File: src/rtl/wspad_pkg.sv
// Shared types and elaboration helpers for the PE weight scratchpad.
// Optional feature macro used across this slice: WSPAD_PARITY_EN.
package wspad_pkg;

  typedef enum logic [2:0] {
    IDLE,
    LOAD,
    READY,
    STREAM,
    DONE
  } state_t;

  // Weights held per kernel.
  function automatic int num_wght(input int kernel_size);
    return kernel_size * kernel_size;
  endfunction

  // Number of times the kernel is replayed across one activation row.
  function automatic int num_pass(input int act_size, input int kernel_size);
    return act_size - kernel_size + 1;
  endfunction

  // Index width needed to address a memory of the given depth.
  function automatic int idx_w(input int depth);
    return (depth > 1) ? $clog2(depth) : 1;
  endfunction

endpackage

File: src/rtl/pe_wght_spad_if.sv
// Router/MAC-facing bundle of the PE weight scratchpad.
// master = router/MAC side, slave = scratchpad side.
// WSPAD_PARITY_EN adds the sticky par_err_o status.
interface pe_wght_spad_if #(
  parameter int DATA_BITWIDTH = 16
);

  logic signed [DATA_BITWIDTH-1:0] w_data_i;
  logic                            load_en_i;
  logic                            start_i;
  logic signed [DATA_BITWIDTH-1:0] w_data_o;
  logic                            w_valid_o;
  logic                            w_ready_i;
  logic                            w_last_o;
  logic                            full_o;
  logic                            done_o;
  logic                            ovf_o;
`ifdef WSPAD_PARITY_EN
  logic                            par_err_o;
`endif

  modport master (
    output w_data_i, load_en_i, start_i, w_ready_i,
    input  w_data_o, w_valid_o, w_last_o, full_o, done_o, ovf_o
`ifdef WSPAD_PARITY_EN
    , input par_err_o
`endif
  );

  modport slave (
    input  w_data_i, load_en_i, start_i, w_ready_i,
    output w_data_o, w_valid_o, w_last_o, full_o, done_o, ovf_o
`ifdef WSPAD_PARITY_EN
    , output par_err_o
`endif
  );

endinterface

File: src/rtl/wspad_mem.sv
// Weight storage: one write port, combinational read port.
// With WSPAD_PARITY_EN each entry carries an even-parity bit.
module wspad_mem
  import wspad_pkg::*;
#(
  parameter int DATA_BITWIDTH = 16,
  parameter int DEPTH         = 9,
  parameter int IDX_W         = idx_w(DEPTH)
) (
  input  logic                            clk,
  input  logic                            wr_en,
  input  logic [IDX_W-1:0]                wr_addr,
  input  logic signed [DATA_BITWIDTH-1:0] wr_data,
  input  logic [IDX_W-1:0]                rd_addr,
  output logic signed [DATA_BITWIDTH-1:0] rd_data
`ifdef WSPAD_PARITY_EN
  ,
  output logic                            rd_par
`endif
);

  logic signed [DATA_BITWIDTH-1:0] mem [DEPTH];
`ifdef WSPAD_PARITY_EN
  logic [DEPTH-1:0] par_mem;
`endif

  // Storage is never reset; contents survive a controller reset.
  always_ff @(posedge clk) begin
    if (wr_en) begin
      mem[wr_addr] <= wr_data;
`ifdef WSPAD_PARITY_EN
      par_mem[wr_addr] <= ^wr_data;
`endif
    end
  end

  assign rd_data = mem[rd_addr];
`ifdef WSPAD_PARITY_EN
  assign rd_par = par_mem[rd_addr];
`endif

endmodule

File: src/rtl/pe_wght_spad.sv
// PE weight scratchpad: loads one kernel from the router, then replays it
// to the MAC over valid/ready num_pass times.
// Optional: WSPAD_PARITY_EN (per-entry parity with sticky par_err_o).
module pe_wght_spad
  import wspad_pkg::*;
#(
  parameter int DATA_BITWIDTH      = 16,
  parameter int ADDR_BITWIDTH_SPAD = 9,
  parameter int kernel_size        = 3,
  parameter int act_size           = 5
) (
  input logic            clk,
  input logic            reset,
  pe_wght_spad_if.slave  bus
);

  localparam int NUM_WGHT = num_wght(kernel_size);
  localparam int NUM_PASS = num_pass(act_size, kernel_size);
  localparam int IDX_W    = idx_w(NUM_WGHT);
  localparam logic [ADDR_BITWIDTH_SPAD-1:0] LAST_IDX = ADDR_BITWIDTH_SPAD'(NUM_WGHT - 1);
  localparam logic [ADDR_BITWIDTH_SPAD-1:0] PASS_END = ADDR_BITWIDTH_SPAD'(NUM_PASS);

  generate
    if (NUM_WGHT >= (1 << ADDR_BITWIDTH_SPAD)) begin : g_bad_depth
      $error("pe_wght_spad: kernel does not fit the address counter width");
    end
    if (NUM_PASS < 1 || NUM_PASS >= (1 << ADDR_BITWIDTH_SPAD)) begin : g_bad_pass
      $error("pe_wght_spad: pass count out of range for the counter width");
    end
  endgenerate

  state_t                          state;
  logic [ADDR_BITWIDTH_SPAD-1:0]   wr_cnt;
  logic [ADDR_BITWIDTH_SPAD-1:0]   rd_cnt;
  logic [ADDR_BITWIDTH_SPAD-1:0]   pass_cnt;
  logic signed [DATA_BITWIDTH-1:0] w_data_p0;
  logic                            vld_p0;
  logic                            last_p0;
  logic                            full_q;
  logic                            done_q;
  logic                            ovf_q;

  logic                            wr_en;
  logic [ADDR_BITWIDTH_SPAD-1:0]   rd_idx;
  logic [ADDR_BITWIDTH_SPAD-1:0]   pass_base;
  logic                            rd_last;
  logic                            ld;
  logic                            remain;
  logic                            final_acc;
  logic                            issue;
  logic signed [DATA_BITWIDTH-1:0] rd_data;
`ifdef WSPAD_PARITY_EN
  logic                            rd_par;
  logic                            par_err_q;
`endif

  // Read address, output-register load and end-of-stream decode.
  // Word 0 is issued on the start cycle so it is valid one cycle later.
  always_comb begin
    wr_en     = bus.load_en_i && (state == IDLE || state == LOAD);
    rd_idx    = (state == READY) ? '0 : rd_cnt;
    pass_base = (state == READY) ? '0 : pass_cnt;
    rd_last   = (rd_idx == LAST_IDX);
    ld        = !vld_p0 || bus.w_ready_i;
    remain    = (pass_cnt < PASS_END);
    final_acc = (state == STREAM) && vld_p0 && bus.w_ready_i && last_p0 &&
                (pass_cnt == PASS_END);
    issue     = (state == READY && bus.start_i) ||
                (state == STREAM && ld && remain);
  end

  wspad_mem #(
    .DATA_BITWIDTH (DATA_BITWIDTH),
    .DEPTH         (NUM_WGHT),
    .IDX_W         (IDX_W)
  ) u_mem (
    .clk     (clk),
    .wr_en   (wr_en),
    .wr_addr (wr_cnt[IDX_W-1:0]),
    .wr_data (bus.w_data_i),
    .rd_addr (rd_idx[IDX_W-1:0]),
    .rd_data (rd_data)
`ifdef WSPAD_PARITY_EN
    ,
    .rd_par  (rd_par)
`endif
  );

  // Controller FSM, counters and the MAC-facing output register (stage p0).
  always_ff @(posedge clk) begin
    if (!reset) begin
      state     <= IDLE;
      wr_cnt    <= '0;
      rd_cnt    <= '0;
      pass_cnt  <= '0;
      w_data_p0 <= '0;
      vld_p0    <= 1'b0;
      last_p0   <= 1'b0;
      full_q    <= 1'b0;
      done_q    <= 1'b0;
      ovf_q     <= 1'b0;
`ifdef WSPAD_PARITY_EN
      par_err_q <= 1'b0;
`endif
    end else begin
      done_q <= 1'b0;

      // ---- stage p0: memory read -> output register ----
      if (issue) begin
        w_data_p0 <= rd_data;
        vld_p0    <= 1'b1;
        last_p0   <= rd_last;
        rd_cnt    <= rd_last ? '0 : rd_idx + 1'b1;
        pass_cnt  <= pass_base + ADDR_BITWIDTH_SPAD'(rd_last);
`ifdef WSPAD_PARITY_EN
        if (rd_par != ^rd_data) par_err_q <= 1'b1;
`endif
      end else if (final_acc) begin
        vld_p0  <= 1'b0;
        last_p0 <= 1'b0;
      end

      case (state)
        IDLE, LOAD: begin
          if (bus.load_en_i) begin
            wr_cnt <= wr_cnt + 1'b1;
            if (wr_cnt == LAST_IDX) begin
              state  <= READY;
              full_q <= 1'b1;
            end else begin
              state <= LOAD;
            end
          end
        end
        READY: begin
          if (bus.load_en_i) ovf_q <= 1'b1;
          if (bus.start_i)   state <= STREAM;
        end
        STREAM: begin
          if (bus.load_en_i) ovf_q <= 1'b1;
          if (final_acc) begin
            state  <= DONE;
            done_q <= 1'b1;
            full_q <= 1'b0;
          end
        end
        DONE: begin
          if (bus.load_en_i) ovf_q <= 1'b1;
          wr_cnt <= '0;
          state  <= IDLE;
        end
        default: state <= IDLE;
      endcase
    end
  end

  assign bus.w_data_o  = w_data_p0;
  assign bus.w_valid_o = vld_p0;
  assign bus.w_last_o  = last_p0;
  assign bus.full_o    = full_q;
  assign bus.done_o    = done_q;
  assign bus.ovf_o     = ovf_q;
`ifdef WSPAD_PARITY_EN
  assign bus.par_err_o = par_err_q;
`endif

endmodule
File: src/flat_wrapper.sv
// flat-port wrapper written by rule: the top's interface ports become plain ports
module pe_wght_spad_flat import wspad_pkg::*;
#(
  parameter int DATA_BITWIDTH      = 16,
  parameter int ADDR_BITWIDTH_SPAD = 9,
  parameter int kernel_size        = 3,
  parameter int act_size           = 5
)
  (clk, reset, bus_w_data_i, bus_load_en_i, bus_start_i, bus_w_ready_i, bus_w_data_o, bus_w_valid_o, bus_w_last_o, bus_full_o, bus_done_o, bus_ovf_o);
  pe_wght_spad_if #(.DATA_BITWIDTH(DATA_BITWIDTH)) bus_i ();
  input logic clk;
  input logic reset;
  input wire logic [$bits(bus_i.w_data_i)-1:0] bus_w_data_i;
  input wire logic [$bits(bus_i.load_en_i)-1:0] bus_load_en_i;
  input wire logic [$bits(bus_i.start_i)-1:0] bus_start_i;
  input wire logic [$bits(bus_i.w_ready_i)-1:0] bus_w_ready_i;
  output wire logic [$bits(bus_i.w_data_o)-1:0] bus_w_data_o;
  output wire logic [$bits(bus_i.w_valid_o)-1:0] bus_w_valid_o;
  output wire logic [$bits(bus_i.w_last_o)-1:0] bus_w_last_o;
  output wire logic [$bits(bus_i.full_o)-1:0] bus_full_o;
  output wire logic [$bits(bus_i.done_o)-1:0] bus_done_o;
  output wire logic [$bits(bus_i.ovf_o)-1:0] bus_ovf_o;
  assign bus_i.w_data_i = bus_w_data_i;
  assign bus_i.load_en_i = bus_load_en_i;
  assign bus_i.start_i = bus_start_i;
  assign bus_i.w_ready_i = bus_w_ready_i;
  assign bus_w_data_o = bus_i.w_data_o;
  assign bus_w_valid_o = bus_i.w_valid_o;
  assign bus_w_last_o = bus_i.w_last_o;
  assign bus_full_o = bus_i.full_o;
  assign bus_done_o = bus_i.done_o;
  assign bus_ovf_o = bus_i.ovf_o;
  pe_wght_spad #(.DATA_BITWIDTH(DATA_BITWIDTH), .ADDR_BITWIDTH_SPAD(ADDR_BITWIDTH_SPAD), .kernel_size(kernel_size), .act_size(act_size)) u_core (.clk(clk), .reset(reset), .bus(bus_i));
endmodule
File: config.mk
export PLATFORM = sky130hd
export DESIGN_NAME = pe_wght_spad_flat
export DESIGN_NICKNAME = d
export VERILOG_FILES = /design/src/rtl/wspad_pkg.sv /design/src/rtl/pe_wght_spad_if.sv /design/src/rtl/wspad_mem.sv /design/src/rtl/pe_wght_spad.sv /design/src/flat_wrapper.sv
export SDC_FILE = /design/constraint.sdc
export NUM_CORES = 1
export LEC_CHECK = 0
export ABC_AREA = 0
export BUFFER_PORTS_ARGS = -buffer_cell sky130_fd_sc_hd__buf_2
export CAP_MARGIN = 20
export CORE_MARGIN = 4
export CORE_UTILIZATION = 49
export CTS_CLUSTER_SIZE = 12
export DETAILED_ROUTE_END_ITERATION = 10
export HOLD_SLACK_MARGIN = 0.12
export PLACE_DENSITY = 0.71
export SLEW_MARGIN = 40
export SYNTH_ARGS = -nofsm -noshare
export SYNTH_HDL_FRONTEND = slang
export SYNTH_SLANG_ARGS = --single-unit
File: constraint.sdc
create_clock -name clk -period 3 [get_ports clk]
set_input_delay 0.6 -clock clk [delete_from_list [all_inputs] [get_ports clk]]
set_output_delay 0.6 -clock clk [all_outputs]
set_load 0.03 [all_outputs]
After elaboration in Yosys (flattened, before gate mapping)

Memory sizes are Yosys's and may differ from the RTL's. A register that Yosys moved wholly into a read port is not among the register bits.
Cells that the tools add are included.

$add $sub $neg: 3
$mul: 0
Shift operators: 0
Order comparisons: 1
Reductions and logical operators: 24
Muxes and demuxes: 19
Divide/modulo/power cells: 0
Eq/ne operators: 11
Bitwise gates (word level): 0

Operators by type and width:

| kind                                                  | number |
|---|---|
| two-way mux 9 bit                                     | 4 |
| adder 9 x 1 -> 9 bit, second input constant           | 2 |
| equality test 9 x 4 -> 1 bit, second input constant   | 2 |
| one-hot mux 9 bit (2 select lines)                    | 1 |
| adder 9 x 1 -> 9 bit                                  | 1 |
| equality test 9 x 2 -> 1 bit, second input constant   | 1 |
| < comparator 9 x 2 -> 1 bit, second input constant    | 1 |
| two-way mux 3 bit                                     | 3 |
| one-hot mux 3 bit (3 select lines)                    | 1 |
| logical AND 1 bit                                     | 8 |
| two-way mux 1 bit                                     | 8 |
| equality test 3 x 2 -> 1 bit, second input constant   | 2 |
| AND reduction 2 bit                                   | 3 |
| nonzero test 2 bit                                    | 3 |
| inequality test 2 x 1 -> 1 bit, second input constant | 2 |
| inequality test 2 bit, second input constant          | 2 |
| AND reduction 4 bit                                   | 1 |
| equality test 3 x 1 -> 1 bit, second input constant   | 1 |
| equality test 3 bit, second input constant            | 1 |
| zero test 3 bit                                       | 1 |
| logical OR 1 bit                                      | 3 |
| AND reduction 3 bit                                   | 1 |
| OR reduction 3 bit                                    | 1 |
| zero test 1 bit                                       | 2 |
| 3 further kinds                                       | 3 |

Bits in latches: 0
Register bits: 35
Output and inout bits: 21
Bits of input ports: 21
Memory bits (read-only): 0
Memories: 1
Word-level logic and storage cells: 68
Memory bits (writable): 144

Memories:

| memory           | depth | bits a word | read ports | clocked after Yosys merged registers in | write ports | RTL line        | text |
|---|---|---|---|---|---|---|---|
| u_core.u_mem.mem | 9     | 16          | 1          | 1                                       | 1           | wspad_mem.sv:22 | `logic signed [DATA_BITWIDTH-1:0] mem [DEPTH];` |

Depth between registers and ports, before layout

Gate-level depths: netlist (run 1).

Depth in word-level cells: 7
Mapped depth: 13

Hierarchy

A second synthesis (run 1) with hierarchy kept.

Cells, all modules: 578
Area total of the unflattened synthesis: 8036.5 sq um

Modules (own cells, without submodules):

| module       | times used | area each (sq um) | seq. area each (sq um) | cells each |
|---|---|---|---|---|
| wspad_mem    | 1          | 5703.0            | 4324.1                 | 307 |
| pe_wght_spad | 1          | 2333.5            | 1021.0                 | 271 |

Worst setup path before layout (run 1)

No wires, ideal clock.

Path kind: register to register
Start: reg u_core.state[1]
End: reg u_core.pass_cnt[1]
Path slack: 0.378 ns
Arrival time: 2.506 ns
Stages on the path, launching flop included: 14
Cell sequence: dfxtp_1 > buf_4 > or3b_1 > buf_2 > clkbuf_1 > nand2_1 > ha_1 > nor4b_1 > nand4_2 > inv_1 > ha_1 > ha_1 > nand2_1 > a21boi_1

Word-level cells in the longest chain between the ends: 4

Ends and longest elaborated chain:

| item                                                                     | RTL line                                | text |
|---|---|---|
| start, declared                                                          | pe_wght_spad.sv:32                      | `state_t state;` |
| start signal, assigned                                                   | pe_wght_spad.sv:92                      | `state <= IDLE;` |
| start signal, assigned                                                   | pe_wght_spad.sv:128                     | `state <= READY;` |
| start signal, assigned                                                   | pe_wght_spad.sv:131                     | `state <= LOAD;` |
| equality test 3 x 2 -> 1 bit, on equally long branches                   | -                                       |  |
| two-way mux 9 bit / logical AND 1 bit (equally long branches)            | pe_wght_spad.sv:61, pe_wght_spad.sv:69  |  |
| equality test 9 x 4 -> 1 bit / logical AND 1 bit (equally long branches) | pe_wght_spad.sv:63, pe_wght_spad.sv:69  |  |
| adder 9 x 1 -> 9 bit / logical OR 1 bit (equally long branches)          | pe_wght_spad.sv:114, pe_wght_spad.sv:68 |  |
| end signal, assigned                                                     | pe_wght_spad.sv:114                     | `pass_cnt <= pass_base + ADDR_BITWIDTH_SPAD'(rd_last);` |
| end, declared                                                            | pe_wght_spad.sv:35                      | `logic [ADDR_BITWIDTH_SPAD-1:0] pass_cnt;` |

Parallel ways exist; a longest one is shown, timed or not.
A chain may end at the register's enable or synchronous reset.

Final worst setup path (run 1)

Start: reg u_core.state[2]
End: reg u_core.pass_cnt[4]

Same word-level chain as after synthesis.

==> metrics list, run 1 <==
- In this run the static leakage power is 3.20 nW.
- After layout, the worst path uses 86.7% of the clock period.
- Signal arrival time at the worst endpoint: 2980 ps
- The detailed router placed 5435 vias in this run.
- Across the routed clock network, the largest skew measured is 8.30 ps.
* Global-route wire length before repair: 27.7 mm
- Initial Util: between 50% and 60%
- Combined flip-flop and latch cell area: 5350 um2
- For this block, the routed nets add up to about 18 mm of wire.
- The detail route stage leaves a number of antenna-violating nets equal to 0.
* Worst Path Required: 3370 ps
- DP Wirelength: 10.6 mm
- In this run, post-CTS repair resized a total of 0 instances.
* Slew of the pin with the lowest slew margin: 565 ps
- Measured in cells, the most critical reg-to-reg path has a length of 10.
- The setup path with the least slack is of type reg -> reg.
- In this run the deepest clock path goes through 2 buffers.
- Counting the fill cells in the layout gives 1300.
- The final-report hold violation count came to 0.
- Endpoint of the worst hold path: u_core.u_mem.mem[6][5]$_DFFE_PP_
* Final total power: 5.33 mW
- Number of failing setup endpoints in the final timing report: 0
* Top-Level Pins: 42
- The multi-input combinational cells in the finished layout cover a total of 2570 um2.
- The setup check on the worst reg-to-reg path leaves a slack of 400 ps.
- In this run the worst hold path is classified as in -> reg.
* Relative contribution of combinational cells to total power: 2.8%
* Share of layout cells above drive strength 1: between 10% and 20%
* Maximum number of pins on one net before global-route repair: 99
- Power spent charging and discharging nets: 1.16 mW
- Initial drt markers: between 400 and 500
* Number of synthesized register bits: between 150 and 200
* Count of TritonRoute iterations in the first routing pass: 6
- Number of max-capacitance violations reported: 0
- After routing, the total negative slack on setup checks comes to 0 ps.
- Per report_power, the clock group accounts for a little over two fifths of the total.
- The floorplan step set the die width to 137 um.
* Total DRC errors in the routed layout: 0
* Final count of pins violating max slew: 0
* Clock transition at the registers of the reported paths: 80 ps
- Layout Area Growth over Synthesis: 13.0%
* Number of standard cells after synthesis: 653
- Sort of element at the start of the critical path: flop
- Root Buffer Master: sky130_fd_sc_hd__clkbuf_16
* Upper clock frequency limit: between 300 and 400 MHz
* Post-CTS Setup Bufs: 0
* Critical path capture point type: flop
- Maximum net fanout on the critical path: 9
- Core box area: between 15000 and 20000 um2
- Headroom to the max-slew limit: 62.4%
- Most common flop cell mapped by yosys: sky130_fd_sc_hd__edfxtp_1
* RR Startpoint: u_core.state[2]$_SDFFE_PN0P_
- CTS Hold Bufs: 0
- At the end of routability-driven placement, the weighted congestion stood at around 0.8.
* Post-Place Setup Slack: 381 ps
- For this run, the post-layout net count is 722.
- Global router's overall resource usage: between 10% and 20%
- In this run the cell area of the synthesized design comes to 8160 um2.
- The via count of the first global-routing pass came to 5281.
- For this run, the number of Yosys warnings is 0.
- Total overflow reported by the global router: 0
* CTS tree: built
- Mean post-synth cell area: 12.5 um2
- Min-Delay Path Depth: 1
- Share of the yosys chip area belonging to registers: 65.5%
- Wirelength per Cell: 19.3 um
* Count of H-tree levels built during CTS: 4
- Final worst slack: 398 ps
* Inserted Diodes: 0
* Fin crit period: 2600 ps
- Proportion of synthesized flip-flops having asynchronous set or reset: 0%
- Setup repair after global routing left no endpoint under its margin.
- Worst ir drop on vdd: about 0.46 mV
- In this run switching power makes up 21.8% of total power.
* Vert. Die Dim: 137 um
- The flow ran to the end, and the final reports show no timing, DRC or antenna violations.
- The die covers 18800 um2.
- Cell Rows: 46
- Power share of the sequential group: between 50 and 60%
- The tree built by TritonCTS fans out to 195 sinks.
- Antenna violations before repair: 0
* Count of flip-flops with a built-in enable after synthesis: roughly 140
- In this run, CTS created clock tree buffers numbering 17.
* Latest clock arrival within the worst-skew pair: 440 ps
- The startpoint identified for the worst hold timing path is bus_w_data_i[5].
- Vias per cell: between 5 and 6
* Power Internal: ~4.2 mW
- Reg-to-Reg End: u_core.pass_cnt[4]$_SDFFE_PN0P_
* Syn Nets: 682
- During placement, the flow inserted port buffers numbering just over 40.
* Count of cell types in the netlist: 54
- For this design the ratio of total power to cell area is just under 600 nW/um2.
[stage by stage]
step                util (%)  area [um2]  cells  hold slack (ps)
detailed placement      53.5        8620    889              477
global route            57.2        9220    922              419
CTS                     57.1        9210    921              421
floorplan                  -        8160    653              441
finish                  57.2        9220    922              440
global placement        53.5        8620    889              467
[routing by layer]
layer | GRT usage, % | part of all wire [%] | vias up
li1 | - | - | 2522
met1 | 25.2 | 43 | 2697
met2 | 31.4 | 49 | 189
met3 | 5.40 | 5.7 | 27
met4 | 7.87 | 2.2 | 0
met5 | 0 | 0 | -
[worst max-delay path, cell delays in order, from the launching register on]
cell,delay [ps]
sky130_fd_sc_hd__dfxtp_1,380
sky130_fd_sc_hd__or3b_1,480
sky130_fd_sc_hd__nand2_1,150
sky130_fd_sc_hd__ha_1,150
sky130_fd_sc_hd__nor4b_1,370
sky130_fd_sc_hd__nand4_2,310
sky130_fd_sc_hd__inv_1,150
sky130_fd_sc_hd__ha_1,160
sky130_fd_sc_hd__ha_1,160
sky130_fd_sc_hd__a41oi_1,120
sky130_fd_sc_hd__nor2_1,110
[kinds of logic (layout without fill, tap and decap cells)]
group                    Yosys count  count (layout)  share of synthesized area [%]
flip-flops                       195             195                           65.5
AO/OA/AOI/OAI                    166             166                           12.8
AND/OR/NAND/NOR                  193             193                           12.5
adder cells (fa/ha/maj)            8               8                           1.23
multiplexers                      32              32                           4.17
XOR/XNOR                           6               6                          0.644
buffers and inverters             53             106                           3.10
[cell type report]
class                      instances  area share [%]
sequential                       195            58.1
tap                              216            2.93
timing repair buffer              67            4.52
clock buffer                      19            4.70
clock inverter                    13            1.62
multi-input combinational        405            27.9
inverter                           7           0.285
[state kept, by name, summed over array words and instances, names as in the netlist]
register              flops
u_core.bus.w_valid_o      1
u_core.u_mem.mem        144
u_core.bus.w_last_o       1
u_core.bus.w_data_o      16
u_core.pass_cnt           9
u_core.wr_cnt             9
u_core.bus.ovf_o          1
u_core.bus.full_o         1
u_core.rd_cnt             9
u_core.bus.done_o         1
u_core.state              3
[how the worst max path moves through the flow]
stage	startpoint	endpoint	slack [ps]	cells past startpoint
floorplan	u_core.state[1]$_SDFFE_PN0P_	u_core.pass_cnt[1]$_SDFFE_PN0P_	380	13
detailed placement	u_core.state[2]$_SDFFE_PN0P_	u_core.pass_cnt[1]$_SDFFE_PN0P_	380	10
finish	u_core.state[2]$_SDFFE_PN0P_	u_core.pass_cnt[4]$_SDFFE_PN0P_	400	10
global route	u_core.state[2]$_SDFFE_PN0P_	u_core.pass_cnt[4]$_SDFFE_PN0P_	180	10
CTS	u_core.state[2]$_SDFFE_PN0P_	u_core.pass_cnt[4]$_SDFFE_PN0P_	370	10
global placement	u_core.state[2]$_SDFFE_PN0P_	u_core.pass_cnt[1]$_SDFFE_PN0P_	530	10
[placed cells by master, fill, tap and decap left out, types with 20 or more instances in the layout]
master,count
sky130_fd_sc_hd__buf_4,24
sky130_fd_sc_hd__nor2_1,37
sky130_fd_sc_hd__nand2_1,41
sky130_fd_sc_hd__nand3_1,27
sky130_fd_sc_hd__a21oi_1,69
sky130_fd_sc_hd__o21ai_0,24
sky130_fd_sc_hd__dfxtp_1,49
sky130_fd_sc_hd__nor2b_1,20
sky130_fd_sc_hd__buf_2,41
sky130_fd_sc_hd__nand2b_1,20
sky130_fd_sc_hd__edfxtp_1,144
[cells in the mapped netlist (all sizes together), types with 16 or more instances]
| master | n | area, um2 |
|---|---|---|
| mux2 | 16 | 180 |
| edfxtp | 144 | 4320 |
| nand2b | 20 | 125 |
| clkbuf | 17 | 63.8 |
| a211oi | 17 | 128 |
| nor2 | 38 | 145 |
| dfxtp | 51 | 1020 |
| a21oi | 70 | 354 |
| a311oi | 16 | 140 |
| o21ai | 25 | 125 |
| nor2b | 20 | 125 |
| nand2 | 41 | 154 |
| o22ai | 16 | 100 |
| nand3 | 27 | 135 |
| buf | 29 | 163 |
| mux2i | 16 | 160 |
[power groups by stage]
| stage | Sequential (mW) | Combinational [mW] | Clock [mW] |
|---|---|---|---|
| floorplan | 3.01 | 0.0781 | 0 |
| global placement | 3.01 | 0.142 | 0 |
| detailed placement | 3.02 | 0.149 | 0 |
| CTS | 2.96 | 0.150 | 2.25 |
| global route | 2.96 | 0.166 | 2.38 |
| finish | 2.96 | 0.149 | 2.22 |
(Power assumes the default switching activity.)
==> run 2: changes to the inputs <==
- REMOVE_ABC_BUFFERS: unset -> 1
- SKIP_CTS_REPAIR_TIMING: unset -> 1
==> metrics list, run 2 (synthesis gave the netlist of run 1 again) <==
- The register with the most flip-flops in the layout has 144 of them.
* Final count of pins violating max slew: 0
- Initial Util: between 50% and 60%
* Areal power density over the cells: 563 nW/um2
- Nets@finish: 722
- IR analysis of the VDD net gives a maximum drop of about 0.42 mV.
- Top-Level Pins: 42
- CTS tree: built
- Maximum count of clock buffers along a single path: 2
- Inserted Diodes: 0
* Count of H-tree levels built during CTS: 4
* Reg-to-Reg End: u_core.pass_cnt[1]$_SDFFE_PN0P_
- Core box area: 16100 um2
- Longest individual stage delay on the worst path: roughly 500 ps
- Total die area: 18800 um2
- The smallest clock period supported by the final layout is computed as 2780 ps.
* Count of port buffers added during placement: 41
- Critical path capture point type: flop
- Clock skew on the completed layout was measured at 10.5 ps.
- Number of clock sinks seen by CTS: 195
- Buffers and inverters on the worst path: 1
- Data on the critical path arrives at its endpoint at 3100 ps.
- Summed over all cells, the static leakage comes to 3.16 nW.
- Upper clock frequency limit: 360 MHz
- Measured along the x axis, the die boundary spans 137 um.
- The final-report hold violation count is 0.
- Slew of the pin with the lowest slew margin: roughly 760 ps
- Global router's overall resource usage: 19.8%
- The run finished with clean final reports.
- Commonest cells after routing, fill and taps aside: 144 x sky130_fd_sc_hd__edfxtp_1, 69 x sky130_fd_sc_hd__a21oi_1, 49 x sky130_fd_sc_hd__dfxtp_1
* Post-Place Setup Slack: 236 ps
- Crit Path Class: reg -> reg
- Top register by number of flip-flops: u_core.u_mem.mem
- Among the stages of the critical path, the cell type that occurs most often is sky130_fd_sc_hd__ha_1.
- Critical Path, Cell by Cell: or3b_1, nand2_1, ha_1, nor4b_1, nand4_2, inv_1, ha_1, ha_1, nand2_1, a21boi_1
- Of all nets on the critical path, the largest fanout is 9.
- Cell family with most CP delay: simple AND/OR/NAND/NOR gates
- Layout Area Growth over Synthesis: 12.4%
- The critical path crosses 10 cells after its start point.
- The count of nets left with antenna violations once routing finished came out at 0.
- Register-to-Register Path Depth: 10
* Vert. Die Dim: 137 um
- Flop-to-flop setup slack: 220 ps
- Summing internal, switching and leakage power gives 5.16 mW.
- Via count of the first global-routing pass: 5410
* RR Startpoint: u_core.state[1]$_SDFFE_PN0P_
- Setup slack closes at 220 ps.
- For this run, the detailed router's first-pass iteration total came to 5.
- Sort of element at the start of the critical path: flop
* Endpoint of the worst hold path: u_core.u_mem.mem[5][15]$_DFFE_PP_
- Leaving out fill and tap cells, the most frequent cell in the layout is sky130_fd_sc_hd__edfxtp_1.
- Num CTS Buffers: 17
* DP Wirelength: 10.7 mm
- The cell sitting at the root of the clock tree is a sky130_fd_sc_hd__clkbuf_16.
- The min-delay analysis places its worst path in the category in -> reg.
* Clock transition at the registers of the reported paths: around 70 ps
* Number of max-capacitance violations reported: 0
- The final layout contains routed wiring with a total length of 17.8 mm.
* Cell Rows: 46
* Number of failing setup endpoints in the final timing report: 0
* Headroom to the max-slew limit: between 40% and 50%
* Antenna violations before repair: 0
- Number of vias after detailed routing: 5345
* Global-route wire length before repair: 28.0 mm
* Cell at the slowest stage of the critical path: sky130_fd_sc_hd__dfxtp_1
* Min-Delay Path Depth: 1
* Global placer's final weighted congestion: 0.784
- Total Negative Setup Slacks: 0 ps
- After detailed routing, the number of remaining DRC violations is 0.
- Of the cells placed in the final design, the portion with a size suffix greater than 1 is 17.0%.
- After detailed routing, the number of vias per cell comes to between 5 and 6.
* Worst Path Required: ~3300 ps
* Period utilisation layout: 92.7%
- Latest clock arrival within the worst-skew pair: 430 ps
- Wirelength per Cell: about 19 um
- Setup repair after global routing left no endpoint under its margin.
- Total overflow reported by the global router: 0
- Startpoint of the tightest hold check path: bus_w_data_i[15]
* Initial drt markers: 390
- Maximum number of pins on one net before global-route repair: 99
-- run 2: routing by layer --
layer / global-route usage, % / up-vias / wire, um
met4: 8.87 / 0 / 446
met1: 24.4 / 2609 / 7290
li1: - / 2526 / -
met2: 34.0 / 176 / 9080
met5: 0 / - / 0
met3: 3.49 / 34 / 986
-- run 2: report_power, final --
part	internal [mW]	switching [mW]
clock network	1.07	0.983
logic	0.0526	0.0959
registers	2.94	0.0201
-- run 2: stage by stage --
| step | util (%) | cell area, um2 | cells | hold WS [ps] |
|---|---|---|---|---|
| 6_report | 56.9 | 9170 | 922 | 454 |
| 3_3_place_gp | 53.6 | 8630 | 890 | 470 |
| 2_1_floorplan | - | 7930 | 607 | 441 |
| 3_5_place_dp | 53.6 | 8630 | 890 | 476 |
| 5_1_grt | 56.9 | 9170 | 922 | 442 |
| 4_1_cts | 56.9 | 9170 | 922 | 438 |
-- run 2: final cells by class --
cell class / instances / area [um2]
clock buffers: 18 / 429
clock inverters: 14 / 108
fillers: 1327 / 6950
inverters: 7 / 26.3
multi-input cells: 405 / 2570
flip-flops and latches: 195 / 5350
well taps: 216 / 270
repair buffers: 67 / 413
-- run 2: worst max-delay path by stage --
stage                                             start                               to  slack [ps]
after global placement     u_core.state[1]$_SDFFE_PN0P_  u_core.pass_cnt[1]$_SDFFE_PN0P_         410
after floorplan           u_core.rd_cnt[0]$_SDFFE_PN0P_  u_core.pass_cnt[4]$_SDFFE_PN0P_        -770
after detailed placement   u_core.state[1]$_SDFFE_PN0P_  u_core.pass_cnt[1]$_SDFFE_PN0P_         240
final                      u_core.state[1]$_SDFFE_PN0P_  u_core.pass_cnt[1]$_SDFFE_PN0P_         220
after global routing       u_core.state[1]$_SDFFE_PN0P_  u_core.pass_cnt[1]$_SDFFE_PN0P_          30
after CTS                  u_core.state[1]$_SDFFE_PN0P_  u_core.pass_cnt[1]$_SDFFE_PN0P_         210
